===== config.mk =====
export PLATFORM = sky130hd
export DESIGN_NAME = keypad_matrix_scanner
export DESIGN_NICKNAME = d
export VERILOG_FILES = /design/src/rtl/keypad_matrix_scanner.sv
export SDC_FILE = /design/constraint.sdc
export NUM_CORES = 1
export LEC_CHECK = 0
export CAP_MARGIN = 10
export CELL_PAD_IN_SITES_DETAIL_PLACEMENT = 0
export CELL_PAD_IN_SITES_GLOBAL_PLACEMENT = 1
export CORE_UTILIZATION = 45
export DETAILED_ROUTE_END_ITERATION = 16
export GPL_TIMING_DRIVEN = 0
export PLACE_DENSITY = 0.78
export SYNTH_ARGS = -nofsm -noshare
export SYNTH_HDL_FRONTEND = slang
export SYNTH_SLANG_ARGS = --single-unit
export TNS_END_PERCENT = 30

===== constraint.sdc =====
create_clock -name clk -period 6.6 [get_ports clk]
set_input_delay 1.32 -clock clk [delete_from_list [all_inputs] [get_ports clk]]
set_output_delay 1.32 -clock clk [all_outputs]
set_load 0.03 [all_outputs]

===== src/rtl/keypad_matrix_scanner.sv =====
`default_nettype none
// ============================================================================
// keypad_matrix_scanner : ROWS x COLS matrix keypad scanner with frame-based
//                         debounce, binary key code and press/release pulses.
// Revision              : 1.0
// ============================================================================
module keypad_matrix_scanner #(
  parameter int ROWS     = 4,
  parameter int COLS     = 3,
  parameter int SCAN_DIV = 12500,
  parameter int DEBOUNCE = 4,
  localparam int CODE_W  = (ROWS * COLS > 1) ? $clog2(ROWS * COLS) : 1
) (
  input  logic              clk,
  input  logic              rst,
  input  logic [ROWS-1:0]   key_row,
  output logic [COLS-1:0]   key_col,
  output logic [CODE_W-1:0] key_code,
  output logic              key_valid,
  output logic              key_release,
  output logic              key_held,
  output logic              multi_key
);

  localparam int         CNT_W = $clog2(SCAN_DIV);
  localparam int         NBITS = ROWS * COLS;
  localparam logic [3:0] DEB4  = 4'(DEBOUNCE);

  typedef enum logic [1:0] {
    CLS_NONE   = 2'd0,
    CLS_SINGLE = 2'd1,
    CLS_MULTI  = 2'd2
  } cls_t;

  logic [ROWS-1:0]   row_meta;
  logic [ROWS-1:0]   row_sync;
  logic [CNT_W-1:0]  div_cnt;
  logic              tick;
  logic              frame_end;
  logic [NBITS-1:0]  frame;
  logic [NBITS-1:0]  frame_full;
  logic [1:0]        ones;
  logic [CODE_W-1:0] hit_code;
  cls_t              frame_cls;
  logic [CODE_W-1:0] frame_code;
  cls_t              cand_cls;
  logic [CODE_W-1:0] cand_code;
  logic [3:0]        cand_cnt;
  logic              eval;
  cls_t              acc_cls;
  logic [CODE_W-1:0] acc_code;
  logic              accept;

  always_ff @(posedge clk or posedge rst) begin
    if (rst) begin
      row_meta <= '0;
      row_sync <= '0;
    end else begin
      row_meta <= key_row;
      row_sync <= row_meta;
    end
  end

  assign tick      = (div_cnt == CNT_W'(SCAN_DIV - 1));
  assign frame_end = tick & key_col[COLS-1];

  always_ff @(posedge clk or posedge rst) begin
    if (rst) begin
      div_cnt <= '0;
      key_col <= COLS'(1);
    end else if (tick) begin
      div_cnt <= '0;
      key_col <= {key_col[COLS-2:0], key_col[COLS-1]};
    end else begin
      div_cnt <= div_cnt + CNT_W'(1);
    end
  end

  always_ff @(posedge clk or posedge rst) begin
    if (rst) begin
      frame <= '0;
    end else begin
      for (int c = 0; c < COLS; c++) begin
        if (tick && key_col[c]) frame[c*ROWS +: ROWS] <= row_sync;
      end
    end
  end

  // Classification sees the last column straight from the synchroniser so the
  // frame is judged on the very tick that completes it.
  assign frame_full = {row_sync, frame[NBITS-ROWS-1:0]};

  always_comb begin
    ones     = 2'd0;
    hit_code = '0;
    for (int c = 0; c < COLS; c++) begin
      for (int r = 0; r < ROWS; r++) begin
        if (frame_full[c*ROWS + r]) begin
          if (ones != 2'd2) ones = ones + 2'd1;
          hit_code = CODE_W'(r * COLS + c);
        end
      end
    end
    frame_cls  = (ones == 2'd0) ? CLS_NONE : ((ones == 2'd1) ? CLS_SINGLE : CLS_MULTI);
    frame_code = (ones == 2'd1) ? hit_code : '0;
  end

  always_ff @(posedge clk or posedge rst) begin
    if (rst) begin
      cand_cls  <= CLS_NONE;
      cand_code <= '0;
      cand_cnt  <= 4'd0;
      eval      <= 1'b0;
    end else begin
      eval <= frame_end;
      if (frame_end) begin
        if (frame_cls == cand_cls && frame_code == cand_code) begin
          if (cand_cnt < DEB4) cand_cnt <= cand_cnt + 4'd1;
        end else begin
          cand_cls  <= frame_cls;
          cand_code <= frame_code;
          cand_cnt  <= 4'd1;
        end
      end
    end
  end

  assign accept = eval && (cand_cnt == DEB4) &&
                  ((cand_cls != acc_cls) || (cand_code != acc_code));

  // Accepted class acts as the output state; key_code only moves on a new single key.
  always_ff @(posedge clk or posedge rst) begin
    if (rst) begin
      acc_cls     <= CLS_NONE;
      acc_code    <= '0;
      key_code    <= '0;
      key_valid   <= 1'b0;
      key_release <= 1'b0;
      key_held    <= 1'b0;
      multi_key   <= 1'b0;
    end else begin
      key_valid   <= 1'b0;
      key_release <= 1'b0;
      if (accept) begin
        acc_cls     <= cand_cls;
        acc_code    <= cand_code;
        key_release <= (acc_cls == CLS_SINGLE);
        key_valid   <= (cand_cls == CLS_SINGLE);
        key_held    <= (cand_cls == CLS_SINGLE);
        multi_key   <= (cand_cls == CLS_MULTI);
        if (cand_cls == CLS_SINGLE) key_code <= cand_code;
      end
    end
  end

endmodule
`default_nettype wire


; Word-level counts from Yosys, hierarchy flattened
; Cells that the tools add are included.
[totals]
output_inout_bits = 11
register_bits = 58
elab_cells = 107
in_bits = 6
[op_classes]
order_cmp = 1
mux = 42
n_eq_ne = 22
addsub = 13
bitwise = 2
reduce_logical = 10
[op_table]
columns = operator, n
row1 = 2-to-1 mux 4 bit, 13
row2 = 2-to-1 mux 2 bit, 25
row3 = adder 2 x 1 -> 2 bit (second input constant), 11
row4 = inequality test 2 bit (second input constant), 11
row5 = adder 14 x 1 -> 14 bit (second input constant), 1
row6 = equality test 14 bit (second input constant), 1
row7 = 2-to-1 mux 14 bit, 1
row8 = equality test 2 x 1 -> 1 bit (second input constant), 3
row9 = AND reduction 2 bit, 3
row10 = logical AND 1 bit, 5
row11 = adder 4 x 1 -> 4 bit (second input constant), 1
row12 = equality test 4 x 3 -> 1 bit (second input constant), 1
row13 = equality test 4 bit, 1
row14 = < comparator 4 x 3 -> 1 bit (second input constant), 1
row15 = inequality test 4 bit, 1
row16 = 2-to-1 mux 1 bit, 3
row17 = equality test 2 bit, 1
row18 = equality test 2 bit (second input constant), 1
row19 = zero test 2 bit, 1
row20 = inequality test 2 x 1 -> 1 bit (second input constant), 1
row21 = inequality test 2 bit, 1
row22 = bitwise AND 1 bit, 1
row23 = logical OR 1 bit, 1
row24 = NOT 1 bit, 1

; Logic depth before layout (Yosys ltp)
[logic_depth]
ltp_word = 41
depth_mapped = 27
ltp_nobuf = 26

; Worst setup path after synthesis
; No wires, ideal clock.
[synth_path]
path_type = register -> register
from = register frame[1]
to = register cand_cnt[0]
setup_ns = 0.135
required_ns = 6.465
period_less_slack_ns = 5.716
slack_ns = 0.884
n_path_buf = 1
path_stages_with_launch = 28
t_arrival_ns = 5.582
path_cell_list = dfrtp_1 inv_1 ha_1 or4b_4 o211ai_4 buf_6 a211oi_1 a2111oi_0 o21ai_0 a221o_1 nand3_2 mux2i_1 o211ai_1 o31ai_1 a21oi_1 ha_1 nand2_1 o21ai_0 inv_1 ha_1 a211oi_1 a31oi_1 a221oi_1 o221ai_1 a211oi_1 o31ai_4 nor4_2 mux2i_1
[synth_between]
elab_chain_len = 38
elab_cells_between_ends = 63
cone_classes = add/sub (10) / eq/ne (14) / mux (36) / reduce/logical (3)
[synth_rtl]
columns = element, line
row1 = from (decl), 40  ; logic [NBITS-1:0] frame;
row2 = "from (signal, indexed assignment)", 84  ; if (tick && key_col[c]) frame[c*ROWS +: ROWS] <= row_sync;
row3 = 2-to-1 mux 2 bit, 98  ; if (frame_full[c*ROWS + r]) begin
row4 = adder 2 x 1 -> 2 bit or inequality test 2 bit (tied branches), 99  ; if (ones != 2'd2) ones = ones + 2'd1;
row5 = 2-to-1 mux 2 bit, 99
row6 = 2-to-1 mux 2 bit, 98
row7 = adder 2 x 1 -> 2 bit or inequality test 2 bit (tied branches), 99
row8 = 2-to-1 mux 2 bit, 99
row9 = 2-to-1 mux 2 bit, 98
row10 = adder 2 x 1 -> 2 bit or inequality test 2 bit (tied branches), 99
row11 = [... 21 more ...], --
row12 = 2-to-1 mux 2 bit, 99
row13 = 2-to-1 mux 2 bit, 98
row14 = equality test 2 x 1 -> 1 bit, "104, 105"
row15 = 2-to-1 mux 2 bit (2 in a row), 104  ; frame_cls = (ones == 2'd0) ? CLS_NONE : ((ones == 2'd1) ? CLS_SINGLE : CLS_MULTI);
row16 = equality test 2 bit, 117  ; if (frame_cls == cand_cls && frame_code == cand_code) begin
row17 = logical AND 1 bit *, 117
row18 = inequality test 2 x 1 -> 1 bit (no line), --
row19 = AND reduction 2 bit (no line), --
row20 = to (signal assigned), 118  ; if (cand_cnt < DEB4) cand_cnt <= cand_cnt + 4'd1;
row21 = to (decl), 48  ; logic [3:0] cand_cnt;
; Mark *: on every way between the ends. The rest lies on a longest branch, timed or not.
; A chain may end at the register's enable or synchronous reset.

; Worst setup path after layout
; Ends and elaborated chain as after synthesis.

==> flow_summary.yaml <==
clock_network:
  root_buffer: "clkbuf_8"
  clock-sinks: 58
  clk_path_buf_depth: 2
  cts_hold_buf: 0
  clock_latency_ns: 0.33
  htreeDepth: 3
  numCtsBuffers: 9
  path_clk_slew_ns: 0.07
  cts_tree: "yes"
power_and_ir_drop:
  p_leak_nw: 1.86
  ir_drop_mv: 0.188
  p_per_area_mw_per_mm2: 183
logic_synthesis:
  synth_edf_count: 0
  ys_warn_count: 0
  synth_ff_type: "dfrtp_1"
  ys_seq_area_share_pct: 40.1
  synth.distinct_cells: 72
  syn-cell-area_mm2: 0.00362
  netlist_instances: 380
  syn-num-nets: 395
  syn_area_per_cell_um2: 9.53
  synth_seq_cells: 58
  async_flop_share_pct: 100
grt:
  grt_pass1_wl_um: 13500
  grt_max_degree: 33
  antenna_found_initial: 0
  grt_pass1_vias: 2852
  grtUsageTotal_pct: 20.2
  overflow: 0
detailed_routing:
  drt_iter0_drc: 104
  drc: 0
  routed_wl_um: 7940
  wl_met1_um: 3990
  highest_layer: "met4"
  wl_per_cell_um: 15.3
  wl_met3_um: 161
  ant_nets: 0
  via_count: 2939
  viasPerCell: 5.65
  dr_wl_met2_um: 3700
  firstDrtPassIters: 4
setup_path:
  crit_required_ns: 6.80
  critPathMaxFanout: 10
  regToRegEndpoint: "cand_cnt[0]$_DFFE_PP0P_"
  worstSetupEndpoint: "cand_cnt[0]$_DFFE_PP0P_"
  crit_top_cell: "ha_1"
  worstReg2RegStart: "frame[1]$_DFFE_PP0P_"
  critPathSlowestCell: "or4b_4"
  cpPeakStageDelay_ns: 0.59
  cp-end-kind: "register"
  startpoint: "frame[1]$_DFFE_PP0P_"
  reg2regPathDepth: 26
  rrSetupSlack_ns: 0.32
  timing_worst_setup_path_type: "reg -> reg"
  crit_path_start_kind: "register"
  critical_path_arrival_ns: 6.48
sta:
  finalSetupViolCount: 0
  setup_slack_ns: 0.321
  fin_crit_sh_pct: 95.1
  fin_skew_ns: 0.00842
  hold_viol_final: 0
  worstMarginPinSlew_ns: 0.735
  timing.max_slew.rel_slack_pct: 51.0
  drv_slew: 0
  fmax_mhz: 159
  finalCriticalPeriod_ns: 6.28
  whs_ns: 0.352
die:
  num_io_pins: 17
  dieWidth_um: 91.7
  initial_core_util_pct: 46.6
  die_y_um: 91.7
  placement_rows: 32
  core_mm2: 0.00777
  design.die.area_mm2: 0.00841
placed_design:
  placed_area_mm2: 0.00393
  place_ws_ns: -0.164
  dp_hpwl_um: 5780
  io_buffers: 16
  gp_congestion: 0.808
flow_run:
  drv_cap: 0
finish:
  finish.instance_area_mm2: 0.00434
  antennaDiodeCount: 0
  drive_above_1_share_pct: 18.4
  utilization_pct: 55.8
  syn_to_final_growth_pct: 19.7
  nNetsFinal: 428
outcome:
  outcome: "complete, no violations"
min_path:
  hold_class: "reg -> reg"
report_power, final:
| part | internal [mW] | leakage [nW] | total [mW] | switching (mW) |
|---|---|---|---|---|
| combinational | 0.0216 | 0.969 | 0.0562 | 0.0346 |
| clock | 0.243 | 0.119 | 0.378 | 0.135 |
| sequential | 0.358 | 0.772 | 0.359 | 0.00134 |
| total | 0.622 | 1.86 | 0.793 | 0.171 |
layer usage:
layer	vias up	GRT usage, %
met5	-	0
met3	9	4.06
met1	1434	27.3
met2	36	32.3
li1	1460	-
met4	0	7.29
area by class of cell:
type / count / area (µm²)
well taps: 102 / 128
plain buffers: 18 / 92.6
flip-flops and latches: 58 / 1450
clock inverters: 4 / 72.6
multi-input cells: 286 / 2140
inverters: 18 / 67.6
repair buffers: 22 / 218
fillers: 701 / 3430
clock buffers: 12 / 165
registers in the layout, indices dropped and copies added (netlist names), 2 cells and up:
register   cells
cand_cls       2
cand_cnt       4
div_cnt       14
row_sync       4
frame          8
key_col        3
acc_code       4
key_code       4
row_meta       4
acc_cls        2
cand_code      4
logic make-up after synthesis:
logic type	count (synthesis)	synth area share [%]
mux	21	6.36
flops	58	40.1
buf+inv	36	4.42
xor+xnor	27	6.91
simple gates	129	18.9
fa+ha+maj	9	3.11
compound gates	100	20.2
cells in the mapped netlist (3+ instances only):
cell type | number | share of area, %
a211o_1 | 3 | 0.73
a211oi_1 | 9 | 1.9
a21oi_1 | 16 | 2.2
a311oi_1 | 4 | 0.97
a31oi_1 | 4 | 0.69
and2_1 | 3 | 0.52
and3_1 | 9 | 1.6
buf_6 | 3 | 0.93
clkbuf_1 | 13 | 1.3
dfrtp_1 | 57 | 39
ha_1 | 9 | 3.1
inv_1 | 17 | 1.8
mux2_2 | 16 | 5.0
mux2i_1 | 5 | 1.4
nand2_1 | 28 | 2.9
nand3_1 | 12 | 1.7
nand3b_1 | 5 | 1.0
nor2_1 | 32 | 3.3
nor2b_1 | 3 | 0.52
nor3_1 | 9 | 1.2
nor4_1 | 4 | 0.69
o211ai_1 | 5 | 1.0
o21a_1 | 3 | 0.62
o21ai_0 | 18 | 2.5
o21ai_1 | 3 | 0.41
o2bb2ai_1 | 3 | 0.73
o31ai_1 | 5 | 1.0
or3_1 | 4 | 0.69
xnor2_1 | 10 | 2.4
xor2_1 | 16 | 3.9
worst min-delay path by stage:
stage                                        to  slack, ns  cells after the start                   from
final                     row_sync[1]$_DFF_PP0_       0.35                      0  row_meta[1]$_DFF_PP0_
after CTS                 row_sync[3]$_DFF_PP0_       0.35                      0  row_meta[3]$_DFF_PP0_
after global routing      row_sync[1]$_DFF_PP0_       0.36                      0  row_meta[1]$_DFF_PP0_
after detailed placement  row_sync[3]$_DFF_PP0_       0.34                      0  row_meta[3]$_DFF_PP0_
after global placement    row_sync[3]$_DFF_PP0_       0.34                      0  row_meta[3]$_DFF_PP0_
after floorplan           row_sync[0]$_DFF_PP0_       0.33                      0  row_meta[0]$_DFF_PP0_
cells in the final DEF, fill, tap and decap left out, types with 8 or more instances in the layout:
| cell type | instances |
|---|---|
| dfrtp_1 | 56 |
| nor3_1 | 9 |
| nand2_1 | 28 |
| a21oi_1 | 16 |
| nor2_1 | 32 |
| and3_1 | 8 |
| xnor2_1 | 8 |
| inv_1 | 16 |
| clkdlybuf4s50_1 | 16 |
| xor2_1 | 16 |
| mux2_2 | 16 |
| o21ai_0 | 17 |
| clkbuf_8 | 12 |
| clkbuf_1 | 13 |
| nand3_1 | 11 |
| ha_1 | 9 |
worst max-delay path, delay by kind of cell (launching register included):
kind	cells	cell delay, ns
DFF	1	0.41
buffers and inverters	3	0.34
and+or+nand+nor	7	1.69
muxes	1	0.11
AOI/OAI and AO/OA	12	2.73
adders and majority gates	3	0.83
per-stage QoR:
step / setup TNS, ns / total power, mW / std cells
global placement: -0.404 / 0.417 / 498
global route: -0.0991 / 0.825 / 520
floorplan: 0 / 0.404 / 380
finish: 0 / 0.793 / 520
CTS: 0 / 0.801 / 515
detailed placement: -0.458 / 0.419 / 499
what timing repair did:
| item | CTS | global route |
|---|---|---|
| resized for setup | 2 | 22 |
| pin swaps | 0 | 6 |
| setup endpoints to repair | 6 | 9 |
| setup buffers | 0 | 5 |
Power figures use the tool's default switching activity.
